**src/rtl/dac_sample_sched.sv**
```systemverilog
// Sample scheduler: FIFO-buffered upstream samples released to the DAC chain once every osr_i+1 cycles.
// Optional DAC_SCHED_RAMP_EN build adds a MUTE state that ramps dac_o to zero on stop.
module dac_sample_sched #(
  parameter int BW    = 16,
  parameter int OSR_W = 8,
  parameter int DEPTH = 4
) (
  input  logic             clk_i,
  input  logic             rst_i,
  input  logic             en_i,
  input  logic [OSR_W-1:0] osr_i,
  input  logic             s_valid_i,
  input  logic [BW-1:0]    s_data_i,
  output logic             s_ready_o,
  output logic [BW-1:0]    dac_o,
  output logic             strobe_o,
  output logic             underflow_o,
  input  logic             clr_i,
  output logic [1:0]       state_o
);

  localparam int AW = (DEPTH > 1) ? $clog2(DEPTH) : 1;
  localparam int CW = $clog2(DEPTH + 1);

  typedef enum logic [1:0] {
    IDLE  = 2'd0,
    PRIME = 2'd1,
    RUN   = 2'd2,
    MUTE  = 2'd3
  } state_t;

  state_t                 state;
  logic [BW-1:0]          mem [DEPTH];
  logic [AW-1:0]          wr_ptr;
  logic [AW-1:0]          rd_ptr;
  logic [CW-1:0]          count;
  logic [OSR_W-1:0]       cnt;
  logic signed [BW-1:0]   dac_q;
  logic                   strobe_q;
  logic                   underflow_q;

  logic push;
  logic pop;
  logic tick;
  logic stop;
  logic flush;

  assign s_ready_o = (count != CW'(DEPTH)) && rst_i;
  assign push      = s_valid_i && s_ready_o;
  assign tick      = ((state == RUN) || (state == MUTE)) && (cnt >= osr_i);
  assign stop      = (state == RUN) && !en_i;
  // A stop request takes priority over a tick that lands on the same edge.
  assign pop       = (state == RUN) && en_i && tick && (count != '0);

`ifdef DAC_SCHED_RAMP_EN
  localparam logic signed [BW-1:0] RAMP_LIM = BW'(8);

  logic                 near_zero;
  logic signed [BW-1:0] ramp_next;

  assign near_zero = (dac_q < RAMP_LIM) && (dac_q > -RAMP_LIM);
  assign ramp_next = dac_q - (dac_q >>> 3);
  assign flush     = (state == MUTE) && tick && near_zero;
`else
  assign flush     = stop;
`endif

  always_ff @(posedge clk_i) begin
    if (push) begin
      mem[wr_ptr] <= s_data_i;
    end
  end

  // Flushing on the way back to IDLE discards any push landing on that same edge.
  always_ff @(posedge clk_i) begin
    if (!rst_i) begin
      wr_ptr <= '0;
      rd_ptr <= '0;
      count  <= '0;
    end else if (flush) begin
      wr_ptr <= '0;
      rd_ptr <= '0;
      count  <= '0;
    end else begin
      if (push) begin
        wr_ptr <= wr_ptr + 1'b1;
      end
      if (pop) begin
        rd_ptr <= rd_ptr + 1'b1;
      end
      if (push && !pop) begin
        count <= count + 1'b1;
      end else if (pop && !push) begin
        count <= count - 1'b1;
      end
    end
  end

  always_ff @(posedge clk_i) begin
    if (!rst_i) begin
      state       <= IDLE;
      cnt         <= '0;
      dac_q       <= '0;
      strobe_q    <= 1'b0;
      underflow_q <= 1'b0;
    end else begin
      strobe_q <= 1'b0;
      if (clr_i) begin
        underflow_q <= 1'b0;
      end

      if ((state == RUN) || (state == MUTE)) begin
        cnt <= tick ? '0 : cnt + 1'b1;
      end else begin
        cnt <= '0;
      end

      // Underflow set below is the later assignment, so it beats a same-cycle clear.
      case (state)
        IDLE: begin
          dac_q <= '0;
          if (en_i) begin
            state <= PRIME;
          end
        end

        PRIME: begin
          if (!en_i) begin
            state <= IDLE;
          end else if (count >= CW'(DEPTH / 2)) begin
            state <= RUN;
          end
        end

        RUN: begin
          if (stop) begin
`ifdef DAC_SCHED_RAMP_EN
            state <= MUTE;
`else
            state <= IDLE;
            dac_q <= '0;
            cnt   <= '0;
`endif
          end else if (tick) begin
            strobe_q <= 1'b1;
            if (count != '0) begin
              dac_q <= mem[rd_ptr];
            end else begin
              underflow_q <= 1'b1;
            end
          end
        end

        MUTE: begin
`ifdef DAC_SCHED_RAMP_EN
          if (tick) begin
            strobe_q <= 1'b1;
            if (near_zero) begin
              dac_q <= '0;
              state <= IDLE;
            end else begin
              dac_q <= ramp_next;
            end
          end
`else
          state <= IDLE;
`endif
        end

        default: state <= IDLE;
      endcase
    end
  end

  assign dac_o       = dac_q;
  assign strobe_o    = strobe_q;
  assign underflow_o = underflow_q;
  assign state_o     = state;

endmodule

```
**config.mk**
```make
export PLATFORM = sky130hd
export DESIGN_NAME = dac_sample_sched
export DESIGN_NICKNAME = d
export VERILOG_FILES = /design/src/rtl/dac_sample_sched.sv
export SDC_FILE = /design/constraint.sdc
export NUM_CORES = 1
export LEC_CHECK = 0
export CELL_PAD_IN_SITES_DETAIL_PLACEMENT = 1
export CELL_PAD_IN_SITES_GLOBAL_PLACEMENT = 1
export CORE_MARGIN = 1
export CORE_UTILIZATION = 25
export CTS_CLUSTER_DIAMETER = 150
export DETAILED_ROUTE_END_ITERATION = 8
export GPL_TIMING_DRIVEN = 0
export PLACE_DENSITY = 0.46
export SLEW_MARGIN = 40
export SYNTH_ARGS = -nofsm -noshare
export SYNTH_HDL_FRONTEND = slang
export SYNTH_SLANG_ARGS = --single-unit
```
**constraint.sdc**
```tcl
create_clock -name clk_i -period 2.63 [get_ports clk_i]
set_input_delay 0.263 -clock clk_i [delete_from_list [all_inputs] [get_ports clk_i]]
set_output_delay 0.263 -clock clk_i [all_outputs]
set_load 0.005 [all_outputs]
```
# After elaboration in Yosys (flattened, before gate mapping)

Memories as Yosys holds them, arrays and structs flattened. A register that Yosys moved wholly into a read port is not among the register bits.
Cells that the tools add are included.

Reduce and logical (&&, ||, !) cells: 21
Bitwise logic cells: 2
Eq/ne operators: 9
Multiplexer cells: 25
$add $sub $neg: 5
Magnitude comparators: 2

Operators with widths:

| kind                | number |
|---|---|
| $mux 16             | 3 |
| $mux 8              | 4 |
| $pmux 16 s2         | 1 |
| $mux 2              | 6 |
| $logic_and 1x1->1   | 9 |
| $ne 3x3->1 const B  | 3 |
| $add 8x1->8 const B | 1 |
| $ge 8x8->1          | 1 |
| $mux 1              | 8 |
| $pmux 2 s4          | 1 |
| $mux 3              | 2 |
| $reduce_and 3->1    | 2 |
| $add 2x1->2 const B | 2 |
| $eq 2x2->1 const B  | 2 |
| $ne 2x2->1 const B  | 2 |
| $reduce_bool 2->1   | 2 |
| $add 3x1->3 const B | 1 |
| $ge 3x2->1 const B  | 1 |
| $logic_not 1->1     | 3 |
| $ne 3x2->1 const B  | 1 |
| $reduce_bool 3->1   | 1 |
| $reduce_or 3->1     | 1 |
| $sub 3x1->3 const B | 1 |
| $eq 2x1->1 const B  | 1 |
| 4 further kinds     | 5 |

Flip-flop bits (word level): 35
Output and inout bits: 21
Memories: 1
Bits of input ports: 29
Word-level logic and storage cells: 73
RAM bits: 64

Memory list:

| name | depth | bits a word | rd ports | clocked after memory_dff | wr ports | RTL line | text |
|---|---|---|---|---|---|---|---|
| mem  | 4     | 16          | 1        | 1                        | 1        | 33       | `logic [BW-1:0] mem [DEPTH];` |

# Logic depth before layout (Yosys ltp)

Depth after elaboration: 8
Mapped depth: 12
Mapped depth without buffers: 12

# Worst setup path after synthesis

No wires, ideal clock.

Path type: register -> register
From: reg cnt[7]
To: reg count[2]
Buffers on the path: 0
Library setup time: 0.072 ns
Period minus slack after synthesis: 2.686 ns
Setup slack: -0.056 ns
Data arrival time: 2.614 ns
Cell stages (with the launch flop): 12
Path through: dfxtp_1 > ha_1 > and3_4 > a221oi_4 > nand2b_1 > and2_1 > ha_1 > inv_1 > fa_1 > xor2_1 > or3_1 > a21oi_1

Cells in the longest elaborated chain, start to end: 7
Elaborated cells on any way between the ends: 9
Those cells by class: order compare: 1; mux: 1; reduce/logical: 7

RTL lines:

| item                                        | RTL line | text |
|---|---|---|
| start: declaration                          | 37       | `logic [OSR_W-1:0] cnt;` |
| start signal: assignment                    | 113      | `cnt <= tick ? '0 : cnt + 1'b1;` |
| $ge 8x8->1 (*)                              | 50       | `assign tick = ((state == RUN) \|\| (state == MUTE)) && (cnt >= osr_i);` |
| $logic_and 1x1->1 (*)                       | 50       |  |
| $logic_and 1x1->1 (*) (2 in series)         | 53       | `assign pop = (state == RUN) && en_i && tick && (count != '0);` |
| $logic_not 1->1                             | 91       | `if (push && !pop) begin` |
| $logic_and 1x1->1                           | 91       |  |
| $mux 3 or $reduce_bool 2->1 (tied branches) | -        |  |
| end signal: assignment                      | 92       | `count <= count + 1'b1;` |
| end signal: assignment                      | 94       | `count <= count - 1'b1;` |
| end: declaration                            | 36       | `logic [CW-1:0] count;` |

Every way passes the cells marked *; elsewhere a longest branch is shown, timed or not.
A chain may end at the register's enable or synchronous reset.

# Final worst setup path

From: in osr_i[6]
To: reg count[2]

Cells in the longest elaborated chain, start to end: 7
Elaborated cells on any way between the ends: 9
Those cells by class: order compare: 1; mux: 1; reduce/logical: 7

RTL lines:

| item                                        | RTL line | text |
|---|---|---|
| start: declaration                          | 11       | `input logic [OSR_W-1:0] osr_i,` |
| $ge 8x8->1 (*)                              | 50       |  |
| $logic_and 1x1->1 (*)                       | 50       |  |
| $logic_and 1x1->1 (*) (2 in series)         | 53       |  |
| $logic_not 1->1                             | 91       |  |
| $logic_and 1x1->1                           | 91       |  |
| $mux 3 or $reduce_bool 2->1 (tied branches) | -        |  |

Marks and branches as above.

==> impl_results.md <==
- Status: finished, final reports clean
- Synthesized area per cell: 14.5 um2
- Clock Root Buffer: clkbuf_16
- Post-synth EDFFs: 64
- Synth area leaders: edfxtp_1 46%, dfxtp_1 18%, mux4_2 8.7%
- First-pass GRT wire length: 15.0 mm
- Final Hold Fails: 0
- Routed Antenna Nets: 0
- Yosys warnings: 0
- Hold Startpoint: cnt[0]
- Layout area overhead: 29.7%
- Vias per inst: 4.39
- DRT Wirelength: 9.54 mm
- Slew Viols, Final: 0
- Leakage: 1.79 nW
- Detailed Routing Iterations Pass 1: 4
- R2r setup slk: 0.04 ns
- Synth Net Count: 330
- DRC errors left: 0
- Req. time, crit path: 2.90 ns
- Worst r2r src: cnt[5]
- Yosys cell types: 48
- Post-synthesis sequential area ratio: 64.1%
- Drt wl/cell: 16.6 um
- CTS tree: done
- F_max: 0.383 GHz
- Ant. Diodes: 0
- Final Cycle Share: 99.2%
- Async set or reset register ratio after synthesis: 0%
- Power density over the cells: 610 nW/um2
- Count of final setup violators: 0
- Capturing point of the worst reg2reg path: count[2]
- Worst Hold Path Cells: 1
- Post-DP HPWL: 6.56 mm
- Clock Pin Slew Worst Setup and Hold Paths: 0.07 ns
- # IOs: 50
- Later-pin clock latency in the skew report: 0.35 ns
- Total GRT Usage: 12.2%
- DRT iter0 DRCs: 84
- Pin count of the biggest net entering global routing: 18
- Most frequent cells after synthesis: 64 x edfxtp_1, 37 x dfxtp_1, 22 x nand3_1
- #FFs+latches synth: 101
- Type of origin of the critical path: input port
- Fill cells: 1685
- Die area: 17100 um2
- Post-synth top area cell: edfxtp_1
- Worst-Margin Slew: 0.622 ns
- R2r worst-path depth: 11
- Port Buf Inserts: 49
- Max-Cap Viols: 0
- Crit Path Max Fanout: 2
- Crit. Startpoint: osr_i[6]
- Grt ovf: 0
- Critical Path Sink Type: register
- Most common cell in the netlist: edfxtp_1
- Mapped cell area: 4150 um2
- Inserted Clock Buffers: 9
- Cells after Synth: 286
- Pre-CTS setup slack: -0.678 ns
- Vias in the first global route: 2707
- CTS Sinks: 101
- Initial Util: 25.9%
- Layout cells sized above 1: 24.0%
- Worst vdd ir: 0.000309 V
- CP arrival: 2.88 ns
- Die X: 131 um
- Core area: 16100 um2
- RSZ-0062 raised after global routing: true
- Yosys top cell area share: 46.3%
- Setup WS post-layout: 0.0198 ns
- Clock skew: 0.00735 ns
- # hold bufs at CTS: 0
- Critical path class: input port to register
- Routability cong.: 0.721
- Final Critical Period: 2.61 ns
- Top_reg_cell synth: edfxtp_1
- CTS HTree Levels: 3
- DR vias: 2521
- Cell Rows: 46
- Max Root-Sink Buffers: 2
- Minimum hold slack: 0.420 ns
- DIE HEIGHT: 131 um
- Max_slew headroom: 58.2%
- Final Util: 33.6%
- Worst min path class: register to register
- Initial antenna violation count: 0
- Final #Nets: 397
- Hold worst-path end: cnt[0]
registers in the layout, indices dropped and copies added (netlist names), named ones only:
signal,flops
rd_ptr,2
state_o,2
strobe_o,1
count,3
cnt,8
mem,64
dac_o,16
underflow_o,1
wr_ptr,2
report_power, final:
part / switching (W) / leakage (nW) / internal (W)
Combinational: 0.000107 / 0.766 / 0.000101
Clock: 0.000600 / 0.144 / 0.000742
Sequential: 0.0000187 / 0.883 / 0.00172
Total: 0.000726 / 1.79 / 0.00256
worst max path at each step:
stage	endpoint	slack, ns	cells after the start
floorplan	count[2]	0.004	11
global placement	count[2]	-0.63	13
detailed placement	count[2]	-0.68	13
CTS	count[2]	-0.006	13
global route	count[2]	-0.08	13
finish	count[2]	0.02	13
kinds of logic after synthesis:
logic type / count (synthesis) / share of synthesized area [%]
xor gates and xnor gates: 9 / 1.90
buffers and inverters: 25 / 3.10
AOI/OAI and AO/OA: 36 / 6.84
muxes: 19 / 9.40
DFF: 101 / 64.1
and+or+nand+nor: 81 / 9.97
adders and majority gates: 15 / 4.70
worst max-delay path, cell delays in order:
cell and delay (ns):
clkdlybuf4s50_1 0.45, inv_1 0.06, ha_4 0.21, and3_4 0.17
a221oi_4 0.30, nand2b_4 0.18, and2_4 0.16, ha_4 0.14
inv_2 0.03, fa_2 0.32, xor2_1 0.15, or3_1 0.31
a21oi_1 0.12
layout by cell type, fill, tap and decap left out, types with 6 or more instances in the layout:
| cell | Yosys | layout |
|---|---|---|
| mux4_2 | 16 | 16 |
| o22ai_1 | 16 | 16 |
| buf_4 | 3 | 10 |
| nor2_1 | 13 | 13 |
| inv_1 | 12 | 10 |
| clkdlybuf4s50_1 | 0 | 47 |
| dfxtp_1 | 37 | 31 |
| ha_4 | 0 | 6 |
| clkbuf_16 | 0 | 9 |
| xor2_1 | 7 | 7 |
| ha_1 | 14 | 8 |
| nand3_1 | 22 | 22 |
| nand2_1 | 20 | 20 |
| edfxtp_1 | 64 | 64 |
per-layer routing:
layer / vias to the layer above / global-route usage (%) / share of wire [%]
met5: - / 0 / 0
met4: 0 / 5.88 / 2.0
met3: 12 / 2.08 / 2.8
met2: 46 / 20.5 / 49
met1: 1251 / 15.1 / 46
li1: 1212 / - / -
cell type report:
type	instances	area [um2]	area share (%)
flip-flops and latches	101	2670	49.6
multi-input cells	160	1480	27.4
repair buffers	56	541	10.0
well taps	216	270	5.02
clock buffers	9	225	4.18
plain buffers	12	80.1	1.49
clock inverters	7	72.6	1.35
inverters	13	48.8	0.906
repair_timing:
action                     CTS  global route
pin swaps                    5             4
gates resized for setup     13             7
setup buffers                4             3
setup endpoints to repair    1             2
through the flow:
stage | TNS [ns] | std cells | area (um2) | total power [W]
finish | 0 | 574 | 5390 | 0.00329
global placement | -0.953 | 551 | 4940 | 0.00197
floorplan | 0 | 286 | 4180 | 0.00187
detailed placement | -1.04 | 551 | 4950 | 0.00198
CTS | -0.00642 | 571 | 5320 | 0.00333
global route | -0.0801 | 574 | 5390 | 0.00341
Note: power is estimated with default switching activity, not from simulation.
